$ cat config.mk
export PLATFORM = sky130hd
export DESIGN_NAME = stopwatch_counter
export DESIGN_NICKNAME = d
export VERILOG_FILES = /design/src/rtl/stopwatch_counter.sv
export SDC_FILE = /design/constraint.sdc
export NUM_CORES = 1
export LEC_CHECK = 0
export CORE_MARGIN = 2
export CORE_UTILIZATION = 30
export CTS_CLUSTER_DIAMETER = 200
export CTS_CLUSTER_SIZE = 25
export DETAILED_ROUTE_END_ITERATION = 12
export PLACE_DENSITY_LB_ADDON = 0.08
export SYNTH_ARGS = -nofsm -noshare
export SYNTH_HDL_FRONTEND = slang
export SYNTH_SLANG_ARGS = --single-unit
$ cat constraint.sdc
create_clock -name clk -period 5.6 [get_ports clk]
set_input_delay 1.4 -clock clk [delete_from_list [all_inputs] [get_ports clk]]
set_output_delay 1.4 -clock clk [all_outputs]
set_load 0.01 [all_outputs]
$ cat src/rtl/stopwatch_counter.sv
// BCD mm:ss stopwatch advanced by the sampled 1 Hz level from the clock divider,
// with run/pause control and a manual adjust mode stepped by the 2 Hz adjust level.
module stopwatch_counter #(
    parameter int MAX_MIN = 59,
    parameter int MAX_SEC = 59
) (
    input  logic       clk,
    input  logic       rst,
    input  logic       seconds_clk,
    input  logic       adj_clk,
    input  logic       pause_toggle,
    input  logic       adj,
    input  logic       sel,
    output logic [3:0] min_tens,
    output logic [3:0] min_ones,
    output logic [3:0] sec_tens,
    output logic [3:0] sec_ones,
    output logic       running,
    output logic       rollover
);

    typedef enum logic [1:0] {
        ST_RUN    = 2'd0,
        ST_PAUSED = 2'd1,
        ST_ADJUST = 2'd2
    } state_t;

    localparam logic [3:0] MAX_MIN_T = 4'(MAX_MIN / 10);
    localparam logic [3:0] MAX_MIN_O = 4'(MAX_MIN % 10);
    localparam logic [3:0] MAX_SEC_T = 4'(MAX_SEC / 10);
    localparam logic [3:0] MAX_SEC_O = 4'(MAX_SEC % 10);

    state_t state_r;
    logic   sec_d1_r;
    logic   adj_d1_r;
    logic   sec_tick_s;
    logic   adj_tick_s;
    logic   sec_at_max_s;
    logic   min_at_max_s;

    // Next BCD value of a two-digit field; a field already at its maximum wraps to 00.
    function automatic logic [7:0] bcd_inc(input logic [3:0] tens, input logic [3:0] ones,
                                           input logic [3:0] max_t, input logic [3:0] max_o);
        logic [7:0] res;
        if ((tens == max_t) && (ones == max_o)) begin
            res = 8'h00;
        end else if (ones == 4'd9) begin
            res = {tens + 4'd1, 4'd0};
        end else begin
            res = {tens, ones + 4'd1};
        end
        return res;
    endfunction

    assign sec_tick_s   = seconds_clk & ~sec_d1_r;
    assign adj_tick_s   = adj_clk & ~adj_d1_r;
    assign sec_at_max_s = (sec_tens == MAX_SEC_T) && (sec_ones == MAX_SEC_O);
    assign min_at_max_s = (min_tens == MAX_MIN_T) && (min_ones == MAX_MIN_O);

    // Mode FSM, edge-detect history and the BCD count, all with registered outputs.
    always_ff @(posedge clk) begin
        if (rst) begin
            state_r  <= ST_RUN;
            sec_d1_r <= 1'b1;   // a level already high at release must not count
            adj_d1_r <= 1'b1;
            min_tens <= 4'd0;
            min_ones <= 4'd0;
            sec_tens <= 4'd0;
            sec_ones <= 4'd0;
            running  <= 1'b1;
            rollover <= 1'b0;
        end else begin
            sec_d1_r <= seconds_clk;
            adj_d1_r <= adj_clk;
            rollover <= 1'b0;
            case (state_r)
                ST_RUN: begin
                    if (adj) begin
                        state_r <= ST_ADJUST;
                        running <= 1'b0;
                    end else begin
                        if (sec_tick_s) begin
                            {sec_tens, sec_ones} <= bcd_inc(sec_tens, sec_ones, MAX_SEC_T, MAX_SEC_O);
                            if (sec_at_max_s) begin
                                {min_tens, min_ones} <= bcd_inc(min_tens, min_ones, MAX_MIN_T, MAX_MIN_O);
                                if (min_at_max_s) begin
                                    rollover <= 1'b1;
                                end
                            end
                        end
                        if (pause_toggle) begin
                            state_r <= ST_PAUSED;
                            running <= 1'b0;
                        end
                    end
                end
                ST_PAUSED: begin
                    if (adj) begin
                        state_r <= ST_ADJUST;
                        running <= 1'b0;
                    end else if (pause_toggle) begin
                        state_r <= ST_RUN;
                        running <= 1'b1;
                    end
                end
                ST_ADJUST: begin
                    // Leaving adjust takes priority over a coincident adjust step.
                    if (!adj) begin
                        state_r <= ST_PAUSED;
                        running <= 1'b0;
                    end else if (adj_tick_s) begin
                        if (sel) begin
                            {sec_tens, sec_ones} <= bcd_inc(sec_tens, sec_ones, MAX_SEC_T, MAX_SEC_O);
                        end else begin
                            {min_tens, min_ones} <= bcd_inc(min_tens, min_ones, MAX_MIN_T, MAX_MIN_O);
                        end
                    end
                end
                default: begin
                    state_r <= ST_RUN;
                    running <= 1'b1;
                end
            endcase
        end
    end

endmodule

Yosys cells after proc, flatten, opt, wreduce, memory -nomap -nowiden:

Index checks and enable logic that the tools add are counted.

* register bits: 22
* output and inout bits: 18
* word-level logic and storage cells: 87

* add/subtract/negate cells: 4
* equality and inequality tests: 16
* multiplexer cells: 43
* bitwise logic cells: 7
* reductions and logical operators: 8

Operators by type and width (number)
* 4-bit 2-to-1 mux: 22
* 8-bit 2-to-1 mux: 4
* 4-bit case mux with 2 select lines: 4
* 4-bit by 1-bit adder with 4-bit output (second input constant): 4
* 2-bit != test (second input constant): 8
* 2-bit 2-to-1 mux: 5
* 4-bit by 3-bit equality test with 1-bit output (second input constant): 2
* 4-bit equality test (second input constant): 2
* 7-bit AND reduction: 1
* 1-bit 2-to-1 mux: 6
* 3-bit != test (second input constant): 2
* 2-bit case mux with 3 select lines: 1
* 6-bit AND reduction: 1
* 1-bit NOT: 5
* 5-bit OR reduction: 1
* 1-bit case mux with 3 select lines: 1
* 3-bit AND reduction: 1
* 1-bit AND: 2
* 2-bit by 1-bit equality test with 1-bit output (second input constant): 1
* 2-bit equality test (second input constant): 1
* 1-bit logical AND: 2
* 2-bit zero test: 1
* 2-bit nonzero test: 1

Depth between registers and ports, before layout:

Gate-level depths: netlist of the first run.

* depth in word-level cells: 7
* depth in mapped cells: 7

Worst setup path before layout of the first run:

Ideal clock, no wire load.

* path kind: input to register
* start point: input adj
* end point: register sec_tens[2]
* arrival: 2.642 ns
* path slack: 2.841 ns
* stages on the path: 6
* buffers on the path: 2
* cell sequence: clkbuf_1 -> or2_2 -> a221oi_2 -> buf_4 -> o211ai_1 -> a32o_1

* word-level cells in the longest chain between the ends: 2

Ends and longest elaborated chain
* from (decl): line 12 `input logic adj,`
* 2-bit != test (no source line)
* 6-bit AND reduction (no source line) (*)
* to (signal assigned): line 83 `{sec_tens, sec_ones} <= bcd_inc(sec_tens, sec_ones, MAX_SEC_T, MAX_SEC_O);`
* to (signal assigned): line 113 `{sec_tens, sec_ones} <= bcd_inc(sec_tens, sec_ones, MAX_SEC_T, MAX_SEC_O);`
* to (decl): line 16 `output logic [3:0] sec_tens,`

Every way passes the cells marked *; elsewhere a longest branch is shown, timed or not.
A chain may end at the register's enable or synchronous reset.

Worst setup path after layout of the first run:

* start point: input seconds_clk
* end point: register sec_tens[2]

* word-level cells in the longest chain between the ends: 3

Ends and longest elaborated chain
* from (decl): line 9 `input logic seconds_clk,`
* 1-bit AND: line 55 `assign sec_tick_s = seconds_clk & ~sec_d1_r;`
* 2-bit != test (no source line)
* 6-bit AND reduction (no source line)

No other way between the ends.

==> impl_metrics.env, run 1 <==
export IMPL_status="completed"
export IMPL_ys_flop_type="dfxtp_1"
export IMPL_yosysSeqAreaShare_pct=36.07
export IMPL_num_antenna_cells=0
export IMPL_min_period_ns=3.441
export IMPL_setup_viol=0
export IMPL_intPower_mw=0.2183
export IMPL_seqPwrFrac_pct=56.8
export IMPL_slew_violations=0
export IMPL_core_area_um2=3971
export IMPL_grt_use_met1_pct=19.56
export IMPL_tightest_slew_ns=0.9237
export IMPL_cts_buffers=3
export IMPL_hpwlAfterDp_mm=2.050
export IMPL_crit_type="input port to flop"
export IMPL_startpoint_type="input port"
export IMPL_max_cap_violations=0
export IMPL_drtPass1Iterations=4
export IMPL_synth_net_count=154
export IMPL_startpoint="seconds_clk"
export IMPL_synth_distinct_cells=44
export IMPL_arrival_ns=3.60
export IMPL_track_usage_pct=13.65
export IMPL_max_freq_mhz=290.6
export IMPL_clk_insertion_delay_late_ns=0.26
export IMPL_rsz0062_at_grt="no"
export IMPL_rows=23
export IMPL_crit_end="sec_tens[2]"
export IMPL_grtUsageMet2_pct=20.10
export IMPL_synth_edf_count=0
export IMPL_power_mw=0.2859
export IMPL_cts_setup_buffers=0
export IMPL_total_leakage_power_nw=0.5351
export IMPL_fin_skew_ns=0.002873
export IMPL_drive_gt1_share_pct=5.696
export IMPL_cellPowerDensity_nw_per_um2=186.8
export IMPL_syn_inst=139
export IMPL_hold_class="flop to flop"
export IMPL_dieArea_um2=4597
export IMPL_met3_usage_pct=2.500
export IMPL_synth_area_leaders="dfxtp_1 36%, ha_1 8.2%, a21oi_1 3.7%"
export IMPL_area_growth_pct=25.31
export IMPL_clock_sinks=22
export IMPL_reg2reg_depth=4
export IMPL_clockPowerShare_pct=34.9
export IMPL_h_tree_depth=1
export IMPL_cp_end_kind="flop"
export IMPL_clockRootBuffer="clkbuf_8"
export IMPL_grt_pass1_vias=1018
export IMPL_worstPathMaxFanout=11
export IMPL_yosys_warnings=0
export IMPL_wl_per_cell_um=13.53
export IMPL_synth_area_um2=1221
export IMPL_cts_resized=0
export IMPL_finalHoldViolCount=0
export IMPL_cts_hold_buffers=0
export IMPL_r2r_start="state_r[1]"
export IMPL_switching_share_pct=23.64
export IMPL_grt_remaining_overflow=0
export IMPL_relSlewSlack_pct=38.23
export IMPL_fin_crit_sh_pct=61.44
export IMPL_synth_avg_cell_area_um2=8.785
export IMPL_vias=1096
export IMPL_synth_seq_cells=22
export IMPL_die_h_um=67.80
export IMPL_tns_ns=0
export IMPL_p_comb_share_pct=8.3
export IMPL_antenna_found_initial=0
export IMPL_cts_max_path_buffers=2
export IMPL_via_per_inst=5.269
export IMPL_grt_pass1_wl_mm=4.767
export IMPL_drt_wl_total_mm=2.815
export IMPL_drtIter0Drc=30
export IMPL_place_area_um2=1489
export IMPL_drc_errors=0
export IMPL_synth_most_common_cell="dfxtp_1"
export IMPL_ioPinCount=25
export IMPL_ys_async_sr_fraction_pct=0
export IMPL_vdd_drop_max_v=0.00007038
export IMPL_synth_top_cell_by_area="dfxtp_1"
export IMPL_portBuffers=24
export IMPL_num_nets_final=175
export IMPL_busiest_layer="met2"
export IMPL_fillerInstances=413
export IMPL_path_clk_slew_ns=0.08
export IMPL_fp_dieW_um=67.80
export IMPL_r2r_setup_slack_ns=3.29
export IMPL_stdcell_area_um2=1530
export IMPL_r2r_end="sec_tens[2]"
export IMPL_place_congestion=0.7610
export IMPL_required_ns=5.76
export IMPL_grt_start_max_net_pins=26
export IMPL_initial_core_util_pct=30.75
export IMPL_synth_common_cells="22 x dfxtp_1, 9 x a21oi_1, 9 x nor2_1, 9 x nor3_1"
export IMPL_ant_nets=0
export IMPL_cts_tree="built"
export IMPL_power_switching_mw=0.06759
export IMPL_synth_top_area_share_pct=36.07
-- cell usage in the layout (no fill, tap or decap), types with 3 or more instances in the layout --
cell / synthesis / final
a21oi_1: 9 / 9
and3b_1: 4 / 4
clkbuf_8: 0 / 3
clkdlybuf4s50_1: 0 / 24
dfxtp_1: 22 / 22
ha_1: 8 / 8
inv_1: 7 / 7
nand2_1: 5 / 5
nand3_1: 8 / 8
nand3b_1: 5 / 5
nand4_1: 3 / 3
nor2_1: 9 / 9
nor3_1: 9 / 9
o21ai_0: 4 / 4
o31ai_1: 4 / 4
or2_2: 3 / 3
-- worst max-delay path, stage by stage --
cell             delay (ns)
clkdlybuf4s50_1        0.48
or3b_1                 0.43
a221oi_2               0.78
o211ai_1               0.19
a32o_1                 0.31
-- logic make-up (layout without fill, tap and decap cells) --
kind of cell,Yosys count,in the layout,share of synthesized area [%]
XOR/XNOR,2,2,1.435
AO/OA/AOI/OAI,33,33,20.39
flip-flops,22,22,36.07
buffers and inverters,15,34,5.021
multiplexers,3,3,2.561
adder cells (fa/ha/maj),8,8,8.197
AND/OR/NAND/NOR,56,56,26.33
-- power groups by stage --
stage / Sequential, mW / Clock (mW) / Combinational, mW
after CTS: 0.163 / 0.105 / 0.0240
after floorplan: 0.164 / 0 / 0.0164
final: 0.163 / 0.0996 / 0.0237
after detailed placement: 0.166 / 0 / 0.0238
after global routing: 0.163 / 0.110 / 0.0261
after global placement: 0.166 / 0 / 0.0236
-- per-stage QoR --
stage               setup slack [ns]  instances  hold slack (ns)  util (%)
global route                   1.936        208           0.5194     38.53
detailed placement             1.902        205           0.4724     37.49
global placement               1.935        205           0.4764     37.49
finish                         2.159        208           0.4978     38.53
floorplan                      2.841        139           0.5062         -
CTS                            2.159        208           0.5031     38.53
-- worst min path at each step --
| stage | cells after the start | startpoint | slack, ns | endpoint |
|---|---|---|---|---|
| floorplan | 2 | min_tens[2] | 0.51 | min_tens[2] |
| global placement | 1 | running | 0.48 | running |
| detailed placement | 1 | running | 0.47 | running |
| CTS | 1 | running | 0.50 | running |
| global route | 1 | running | 0.52 | running |
| finish | 1 | running | 0.50 | running |
-- area by class of cell --
type / count / area (um2) / share of cell area, %
inverters: 7 / 26.28 / 1.717
clock buffers: 3 / 41.29 / 2.698
multi-input cells: 102 / 719.4 / 47.02
repair buffers: 24 / 240.2 / 15.70
flip-flops and latches: 22 / 440.4 / 28.78
well taps: 50 / 62.56 / 4.088
-- registers in the layout, summed over array words and instances, names as in the netlist --
register  cells
state_r       2
sec_tens      4
adj_d1_r      1
min_ones      4
rollover      1
sec_d1_r      1
sec_ones      4
min_tens      4
running       1
-- per-layer routing --
metal	vias to the layer above	part of all wire (%)	wire length [um]
met5	-	0	0
met4	0	0.75	21
met3	2	2.6	72
met2	17	43	1220
met1	522	53	1502
li1	555	-	-
No activity file was read; power rests on OpenSTA's default activity.
==> inputs of run 2 (changes only) <==
==> constraint.sdc (replaced) <==
create_clock -name clk -period 2.75 [get_ports clk]
set_input_delay 0.6875 -clock clk [delete_from_list [all_inputs] [get_ports clk]]
set_output_delay 0.6875 -clock clk [all_outputs]
set_load 0.01 [all_outputs]
==> run 2 against run 1 <==
Sequential cell count stayed put; critical path depth is 1 higher; wire length down 0.21%; critical endpoint unchanged; largest cell class unchanged.
==> impl_metrics.env, run 2 (synthesis results as in run 1) <==
export IMPL_status="completed"
export IMPL_grt_pass1_wl_mm=4.740
export IMPL_r2r_end="min_ones[1]"
export IMPL_final_common_cell="clkdlybuf4s50_1"
export IMPL_busiest_layer="met2"
export IMPL_stdcell_area_um2=1575
export IMPL_initial_core_util_pct=30.75
export IMPL_r2r_setup_slack_ns=0.69
export IMPL_die_h_um=67.80
export IMPL_cts_max_path_buffers=2
export IMPL_h_tree_depth=1
export IMPL_fillerInstances=413
export IMPL_cellPowerDensity_nw_per_um2=372.9
export IMPL_place_congestion=0.7597
export IMPL_vdd_drop_max_v=0.0001469
export IMPL_min_period_ns=2.328
export IMPL_met3_usage_pct=2.167
export IMPL_grt_pass1_vias=1034
export IMPL_drtIter0Drc=68
export IMPL_fin_cells=214
export IMPL_grt_remaining_overflow=0
export IMPL_slew_violations=0
export IMPL_grt_start_max_net_pins=13
export IMPL_fin_crit_sh_pct=84.65
export IMPL_ioPinCount=25
export IMPL_relSlewSlack_pct=72.27
export IMPL_track_usage_pct=13.32
export IMPL_seqCellArea_um2=440.4
export IMPL_placedCellCount=211
export IMPL_vias=1132
export IMPL_cts_resized=0
export IMPL_clockRootBuffer="clkbuf_8"
export IMPL_wl_per_cell_um=13.13
export IMPL_drt_wl_total_mm=2.809
export IMPL_startpoint_type="input port"
export IMPL_clk_insertion_delay_late_ns=0.26
export IMPL_fin_skew_ns=0.007018
export IMPL_cp_end_kind="flop"
export IMPL_place_area_um2=1534
export IMPL_area_growth_pct=29.00
export IMPL_num_nets_final=181
export IMPL_grtUsageMet2_pct=20.71
export IMPL_tns_ns=0
export IMPL_rows=23
export IMPL_startpoint="seconds_clk"
export IMPL_drc_errors=0
export IMPL_worstPathMaxFanout=11
export IMPL_drive_gt1_share_pct=9.146
export IMPL_cts_tree="built"
export IMPL_setup_viol=0
export IMPL_cts_setup_buffers=0
export IMPL_fp_dieW_um=67.80
export IMPL_num_antenna_cells=0
export IMPL_path_clk_slew_ns=0.09
export IMPL_tightest_slew_ns=0.4153
export IMPL_crit_type="input port to flop"
export IMPL_total_leakage_power_nw=0.5658
export IMPL_ant_nets=0
export IMPL_clock_sinks=22
export IMPL_mostFrequentLayoutCells="24 x clkdlybuf4s50_1, 22 x dfxtp_1, 9 x nor2_1, 9 x nor3_1, 9 x a21oi_1"
export IMPL_hpwlAfterDp_mm=2.110
export IMPL_max_cap_violations=0
export IMPL_required_ns=2.90
export IMPL_dieArea_um2=4597
export IMPL_core_area_um2=3971
export IMPL_grt_use_met1_pct=19.10
export IMPL_max_freq_mhz=429.6
export IMPL_crit_end="sec_tens[2]"
export IMPL_rsz0062_at_grt="no"
export IMPL_via_per_inst=5.290
export IMPL_arrival_ns=2.48
export IMPL_portBuffers=24
export IMPL_cts_hold_buffers=0
export IMPL_fin_ws_ns=0.4221
export IMPL_cts_buffers=3
export IMPL_dpl_worst_slack_ns=0.1630
export IMPL_reg2reg_depth=5
export IMPL_drtPass1Iterations=6
export IMPL_antenna_found_initial=0
export IMPL_finalHoldViolCount=0
export IMPL_hold_class="flop to flop"
export IMPL_r2r_start="sec_tens[0]"
export IMPL_multi_input_area_um2=719.4
## run 2: cell count changes in the layout (fill, tap and decap cells not counted), sizes merged
cell,previous run,this run
buf,0,6
## run 2: worst min path at each step
stage | slack (ns) | cells past startpoint | from | to
6_report | 0.50 | 1 | running | running
3_3_place_gp | 0.48 | 1 | running | running
5_1_grt | 0.54 | 1 | running | running
2_1_floorplan | 0.51 | 2 | min_tens[2] | min_tens[2]
3_5_place_dp | 0.47 | 1 | running | running
4_1_cts | 0.51 | 1 | running | running
## run 2: cell type report
cell class | instances | share of cell area [%]
clock buffers | 3 | 2.621
inverters | 7 | 1.668
multi-input cells | 102 | 45.67
flip-flops and latches | 22 | 27.96
well taps | 50 | 3.971
repair buffers | 30 | 18.11
## run 2: report_power, final
part | internal (mW) | total [mW] | switching, mW
logic | 0.0267 | 0.0526 | 0.0259
clock network | 0.0977 | 0.203 | 0.106
registers | 0.324 | 0.331 | 0.00775
## run 2: per-stage QoR
stage / hold WS, ns / util, % / power (mW)
3_3_place_gp: 0.4779 / 38.63 / 0.3918
6_report: 0.5001 / 39.67 / 0.5874
4_1_cts: 0.5102 / 39.67 / 0.5886
2_1_floorplan: 0.5062 / - / 0.3680
5_1_grt: 0.5444 / 39.67 / 0.6100
3_5_place_dp: 0.4720 / 38.63 / 0.3912
## run 2: layer usage
layer	part of all wire (%)	vias to the layer above	routed length (um)
li1	-	565	-
met1	51	539	1429
met2	44	26	1239
met3	4.4	2	124
met4	0.57	0	16
met5	0	-	0
## run 2: critical path: stages
cell and delay (ns):
clkdlybuf4s50_1 0.49, or3b_1 0.43, a221oi_2 0.27, buf_4 0.22, o211ai_1 0.10, a32o_1 0.27
